==> config.mk <==
export PLATFORM = sky130hd
export DESIGN_NAME = spi_byte_master
export DESIGN_NICKNAME = d
export VERILOG_FILES = /design/src/rtl/spi_byte_master.sv
export SDC_FILE = /design/constraint.sdc
export NUM_CORES = 1
export LEC_CHECK = 0
export CORE_AREA = 8 8 73 75
export CTS_CLUSTER_DIAMETER = 80
export DETAILED_ROUTE_END_ITERATION = 16
export DIE_AREA = 0 0 81 83
export GPL_TIMING_DRIVEN = 0
export PLACE_DENSITY = 0.72
export SYNTH_ARGS = -nofsm -noshare
export SYNTH_HDL_FRONTEND = slang
export SYNTH_SLANG_ARGS = --single-unit
==> constraint.sdc <==
create_clock -name clk -period 4.79 [get_ports clk]
set_input_delay 1.1975 -clock clk [delete_from_list [all_inputs] [get_ports clk]]
set_output_delay 1.1975 -clock clk [all_outputs]
set_load 0.05 [all_outputs]
==> src/rtl/spi_byte_master.sv <==
// Byte-wide SPI master: shifts one byte MSB-first per accepted strobe and returns the byte seen on MISO.
// Optional SPI_3WIRE_EN: byte index under chip select; SDIO is released for the data phase of reads.
module spi_byte_master #(
  parameter int unsigned CLK_DIV = 4,
  parameter bit          CPOL    = 1'b0,
  parameter bit          CPHA    = 1'b0
) (
  input  logic       clk,
  input  logic       rstn,
  input  logic [7:0] spitx,
  input  logic       spitxdv,
  output logic       spitxready,
  output logic [7:0] spirx,
  output logic       spirxdv,
  output logic       sclk,
  output logic       mosi,
`ifdef SPI_3WIRE_EN
  input  logic       spi_cs_n,
  output logic       sdio_oe,
`endif
  input  logic       miso
);

  localparam int unsigned DW     = 8;
  localparam int unsigned DIV_W  = 8;
  localparam int unsigned EDGE_W = 4;
  localparam logic [DIV_W-1:0]  DIV_LAST  = DIV_W'(CLK_DIV - 1);
  localparam logic [EDGE_W-1:0] EDGE_LAST = EDGE_W'(15);

  typedef enum logic [1:0] {
    IDLE  = 2'd0,
    SHIFT = 2'd1,
    DONE  = 2'd2
  } state_e;

  state_e            state_q, state_d;
  logic [DIV_W-1:0]  div_q, div_d;
  logic [EDGE_W-1:0] edge_q, edge_d;
  logic [DW-1:0]     tx_q, tx_d;
  logic [DW-1:0]     rx_q, rx_d;
  logic [DW-1:0]     spirx_q, spirx_d;
  logic              sclk_q, sclk_d;
  logic              mosi_q, mosi_d;
  logic              ready_q, ready_d;
  logic              rxdv_q, rxdv_d;
  logic              accept, tick, last, leading, sample;

  assign accept  = spitxdv && ready_q;
  assign tick    = (state_q == SHIFT) && (div_q == DIV_LAST);
  assign last    = tick && (edge_q == EDGE_LAST);
  // edge_q holds the number of SCLK edges already issued; even count means the next edge is leading
  assign leading = ~edge_q[0];
  assign sample  = leading ^ CPHA;

`ifdef SPI_3WIRE_EN
  logic [1:0] idx_q, idx_d;
  logic       rd_q, rd_d;
  logic       oe_q, oe_d;
  logic       rd_byte;

  // Byte index saturates at 2: only "data phase or not" matters
  always_comb begin
    idx_d = idx_q;
    rd_d  = rd_q;
    if (spi_cs_n) begin
      idx_d = 2'd0;
    end else if ((state_q == DONE) && (idx_q != 2'd2)) begin
      idx_d = idx_q + 2'd1;
    end
    if (accept && (idx_d == 2'd0)) begin
      rd_d = spitx[DW-1];
    end
  end

  assign rd_byte = rd_d && (idx_d == 2'd2);
  assign oe_d    = ((state_d == SHIFT) && !rd_byte) || (state_d == DONE);

  always_ff @(posedge clk) begin
    if (!rstn) begin
      idx_q <= 2'd0;
      rd_q  <= 1'b0;
      oe_q  <= 1'b0;
    end else begin
      idx_q <= idx_d;
      rd_q  <= rd_d;
      oe_q  <= oe_d;
    end
  end

  assign sdio_oe = oe_q;
`endif

  always_ff @(posedge clk) begin
    if (!rstn) begin
      state_q <= IDLE;
    end else begin
      state_q <= state_d;
    end
  end

  always_comb begin
    state_d = state_q;
    case (state_q)
      IDLE:    if (accept) state_d = SHIFT;
      SHIFT:   if (last) state_d = DONE;
      DONE:    state_d = accept ? SHIFT : IDLE;
      default: state_d = IDLE;
    endcase
  end

  // Divider, edge counter, shift registers and registered outputs
  always_comb begin
    div_d   = div_q;
    edge_d  = edge_q;
    tx_d    = tx_q;
    rx_d    = rx_q;
    sclk_d  = sclk_q;
    mosi_d  = mosi_q;
    spirx_d = spirx_q;
    rxdv_d  = 1'b0;
    ready_d = (state_d != SHIFT);

    if (state_q == SHIFT) begin
      if (tick) begin
        div_d  = '0;
        sclk_d = ~sclk_q;
        edge_d = edge_q + EDGE_W'(1);
        if (sample) begin
          rx_d = {rx_q[DW-2:0], miso};
        end else if (!last) begin
          mosi_d = tx_q[DW-1];
          tx_d   = {tx_q[DW-2:0], 1'b0};
        end
      end else begin
        div_d = div_q + DIV_W'(1);
      end
      if (last) begin
        spirx_d = rx_d;
        rxdv_d  = 1'b1;
      end
    end

    // With CPHA=0 bit 7 is presented straight away, so the shift register starts at bit 6
    if (accept) begin
      div_d  = '0;
      edge_d = '0;
      rx_d   = '0;
      if (CPHA) begin
        tx_d = spitx;
      end else begin
        tx_d   = {spitx[DW-2:0], 1'b0};
        mosi_d = spitx[DW-1];
      end
    end

`ifdef SPI_3WIRE_EN
    if ((state_d == SHIFT) && rd_byte) begin
      mosi_d = 1'b0;
    end
`endif
  end

  always_ff @(posedge clk) begin
    if (!rstn) begin
      div_q   <= '0;
      edge_q  <= '0;
      tx_q    <= '0;
      rx_q    <= '0;
      sclk_q  <= CPOL;
      mosi_q  <= 1'b0;
      ready_q <= 1'b1;
      spirx_q <= '0;
      rxdv_q  <= 1'b0;
    end else begin
      div_q   <= div_d;
      edge_q  <= edge_d;
      tx_q    <= tx_d;
      rx_q    <= rx_d;
      sclk_q  <= sclk_d;
      mosi_q  <= mosi_d;
      ready_q <= ready_d;
      spirx_q <= spirx_d;
      rxdv_q  <= rxdv_d;
    end
  end

  assign spitxready = ready_q;
  assign spirx      = spirx_q;
  assign spirxdv    = rxdv_q;
  assign sclk       = sclk_q;
  assign mosi       = mosi_q;

endmodule

==> summary.txt <==
Run status
  • Outcome: finished clean

Floorplanning
  • Effective utilization at floorplan: 39.0%
  • Die outline height: 83 um
  • Die area: 6720 um^2
  • Site row count: 24
  • I/O pin count: 24
  • Core Box Area: 4200 um^2
  • Die Span X: 81 um

Setup path
  • Worst-path cell chain: clkdlybuf4s50_1
  • Required time of the worst setup path: 3.59 ns
  • Crit path largest cell delay: 0.81 ns
  • Number of buffers and inverters on the critical path: 1
  • Type of element launching the critical path: flop
  • Cell with the largest stage delay on the worst path: sky130_fd_sc_hd__clkdlybuf4s50_1
  • Data arrival, critical path: 1.46 ns
  • Crit-path max FO: 2
  • Crit. End Element: output port
  • Crit path max-delay family: buffers and inverters
  • Classification of the worst setup path: flop to output port

CTS
  • Maximum clock path buffer count: 2
  • Clock-pin slew reported for the worst setup and hold paths after clock tree synthesis: 0.08 ns
  • Clock sink count: 41
  • Cts hold-fix bufs: 0
  • Clock tree from TritonCTS: done
  • CTS Root Buffer Type: sky130_fd_sc_hd__clkbuf_8
  • Resized Gates After CTS: 0
  • Post-CTS Repair Setup Buffers: 0
  • CTS H-Tree Depth: 2
  • Clock network latency to the later pin of the worst-skew pair: 0.29 ns
  • Number of buffers created by CTS: 5

Synthesis
  • Main flop type after synthesis: sky130_fd_sc_hd__dfxtp_1
  • Most instantiated library cell after synthesis: sky130_fd_sc_hd__dfxtp_1
  • Mean area per synthesized cell: 9.36 um^2
  • Count of yosys warnings during synthesis: 0
  • Synth area leader: sky130_fd_sc_hd__dfxtp_1
  • Commonest cells post-synth: sky130_fd_sc_hd__dfxtp_1 (41), sky130_fd_sc_hd__nor2_1 (35), sky130_fd_sc_hd__a211oi_1 (13)
  • Library cells used by synthesis: 33
  • Count of flip-flops with a built-in enable after synthesis: 0
  • Synthesized netlist cell count: 175
  • Post-Synthesis Net Count: 189
  • Main area contributors after synthesis: sky130_fd_sc_hd__dfxtp_1 (50%), sky130_fd_sc_hd__nor2_1 (8.0%), sky130_fd_sc_hd__a211oi_1 (6.0%)
  • Number of flip-flops and latches in the synthesized netlist: 41
  • Share of the synthesized area in the top cell type: 50.1%
  • Share of synthesized flip-flops with an asynchronous set or reset: 0%
  • Post-synthesis sequential area ratio: 50.1%
  • Area of the mapped netlist: 1640 um^2

Finish
  • Layout Nets: 219
  • Finished Layout Cells: 258
  • Final instance area: 2040 um^2
  • Signed area change from the synthesized netlist to the final layout: 24.8%
  • Antenna Diode Count: 0
  • Fraction of layout instances using a drive strength above 1: 5.83%
  • Filler instances: 414

Global routing
  • Total routing usage reported by global routing: 10.3%
  • Vias in the first global route: 1248
  • GRT overflow: 0
  • Antenna violations before repair: 0
  • Pin count of the biggest net entering global routing: 14
  • First-pass GRT wire length: 5580 um

Place
  • Placed inst area: 1930 um^2
  • Hpwl dp: 2350 um
  • Placed instance count: 250
  • Gpl congestion: 0.741
  • Pre-CTS worst setup slack: 1.98 ns
  • Port buffer count: 23

Pwr
  • Net switching power figure: 150 uW
  • Reg power frac: 52.4%
  • Comb power frac: 7.3%
  • Internal power component: 526 uW
  • IR drop worst, VDD: 178 uV
  • Pleak: 0.000710 uW
  • Cell area power density: 331 nW/um^2
  • Sw Share: 22.2%
  • Clock share of power: 40.4%

STA
  • Worst hold-check slack: 0.504 ns
  • Accumulated negative setup slack: 0 ns
  • Largest clock skew in the final design: 0.0103 ns
  • Headroom to the max-slew limit: 53.2%
  • Number of pins with negative max-slew slack in the final report: 0
  • Final worst setup slack: 2.14 ns
  • Count of final hold-check violations: 0
  • Share of the clock period used by the worst path: 55.4%
  • Pin slew with the least headroom to its limit: 0.696 ns
  • Fin crit period: 2.65 ns
  • Highest achievable clock rate: 377 MHz
  • Number of setup violations in the final report: 0
  • Setup repair after global routing missed its margin: no

Routing
  • Total iterations of the first detailed-routing run: 4
  • Average wire length per cell after detail routing: 12.7 um
  • Number of remaining DRC errors: 0
  • Count of vias placed by the detailed router: 1319
  • Final wirelength: 3260 um
  • Number of vias per cell: 5.11
  • Number of nets with antenna violations after detailed routing: 0
  • Detailed Route Iter0 Violations: 79

Job
  • Max Cap Violations: 0

Worst hold path
  • Worst hold-check path type: flop to flop
[cell families (layout without fill, tap and decap cells)]
logic type / after synthesis / after routing / synth area share [%]
muxes: 9 / 9 / 5.50
AOI/OAI and AO/OA: 24 / 24 / 10.0
and+or+nand+nor: 79 / 79 / 25.1
xor gates and xnor gates: 10 / 10 / 5.35
buffers and inverters: 10 / 41 / 2.37
DFF: 41 / 41 / 50.1
adders and majority gates: 2 / 2 / 1.53
[routing by layer]
layer | wire length, um | global-route usage [%] | vias up
li1 | - | - | 680
met1 | 1510 | 12.3 | 604
met2 | 1490 | 15.7 | 29
met3 | 202 | 3.34 | 6
met4 | 61 | 5.37 | 0
met5 | 0 | 0 | -
[layout make-up]
type	instances	area (um^2)	area share (%)
inverter	2	7.51	0.367
clock buffer	6	72.6	3.55
tap	52	65.1	3.18
clock inverter	2	38.8	1.90
buffer	8	31.3	1.53
sequential	41	821	40.1
multi-input combinational	124	778	38.1
timing repair buffer	23	230	11.3
[power by group through the flow]
| stage | logic [uW] | clock network (uW) | registers (uW) |
|---|---|---|---|
| after floorplan | 25.0 | 0 | 367 |
| after global placement | 49.4 | 0 | 362 |
| after detailed placement | 50.0 | 0 | 362 |
| after CTS | 50.2 | 279 | 354 |
| after global routing | 54.8 | 294 | 355 |
| final | 49.3 | 273 | 354 |
[placed cells by master (no fill, tap or decap), types with 2 or more instances in the layout]
master	instances
sky130_fd_sc_hd__o21ai_0	7
sky130_fd_sc_hd__nor3b_1	2
sky130_fd_sc_hd__dfxtp_1	41
sky130_fd_sc_hd__nor4_1	3
sky130_fd_sc_hd__a211oi_1	13
sky130_fd_sc_hd__ha_1	2
sky130_fd_sc_hd__nor3_1	9
sky130_fd_sc_hd__xnor2_1	2
sky130_fd_sc_hd__and2_1	4
sky130_fd_sc_hd__nand3_1	6
sky130_fd_sc_hd__clkdlybuf4s50_1	23
sky130_fd_sc_hd__clkbuf_1	8
sky130_fd_sc_hd__mux2i_1	9
sky130_fd_sc_hd__clkbuf_8	5
sky130_fd_sc_hd__nor2_1	35
sky130_fd_sc_hd__xor2_1	8
sky130_fd_sc_hd__nand2_1	7
sky130_fd_sc_hd__nand4_1	3
[state kept, by name, indices dropped and copies added (netlist names)]
register    cells
div_q           8
edge_q          4
mosi            1
rx_q            8
sclk            1
spirx           8
spirxdv         1
spitxready      1
state_q         2
tx_q            7
[worst reg2reg max path, cell delays in order (launching register included)]
cell	delay [ns]
sky130_fd_sc_hd__dfxtp_1	0.37
sky130_fd_sc_hd__or4_4	0.60
sky130_fd_sc_hd__nor4_4	0.62
sky130_fd_sc_hd__mux2i_1	0.34
sky130_fd_sc_hd__a211oi_1	0.11
[metrics by stage]
| step | utilization, % | power, uW |
|---|---|---|
| after floorplan | - | 392 |
| after global placement | 46.0 | 411 |
| after detailed placement | 46.0 | 412 |
| after CTS | 48.6 | 683 |
| after global routing | 48.6 | 704 |
| final | 48.6 | 676 |
[worst paths after layout]
kind	from	to	slack [ns]	cells after the start
worst max register to register	div_q[2]$_SDFFE_PP0P_	spirx[6]$_SDFFE_PN0P_	2.61	4
worst min register to register	spirx[7]$_SDFFE_PN0P_	spirx[7]$_SDFFE_PN0P_	0.50	2
worst max-delay path	sclk$_SDFFE_PN0P_	sclk	2.14	1
worst min-delay path	spirx[7]$_SDFFE_PN0P_	spirx[7]$_SDFFE_PN0P_	0.50	2
Note: power is estimated with default switching activity, not from simulation.
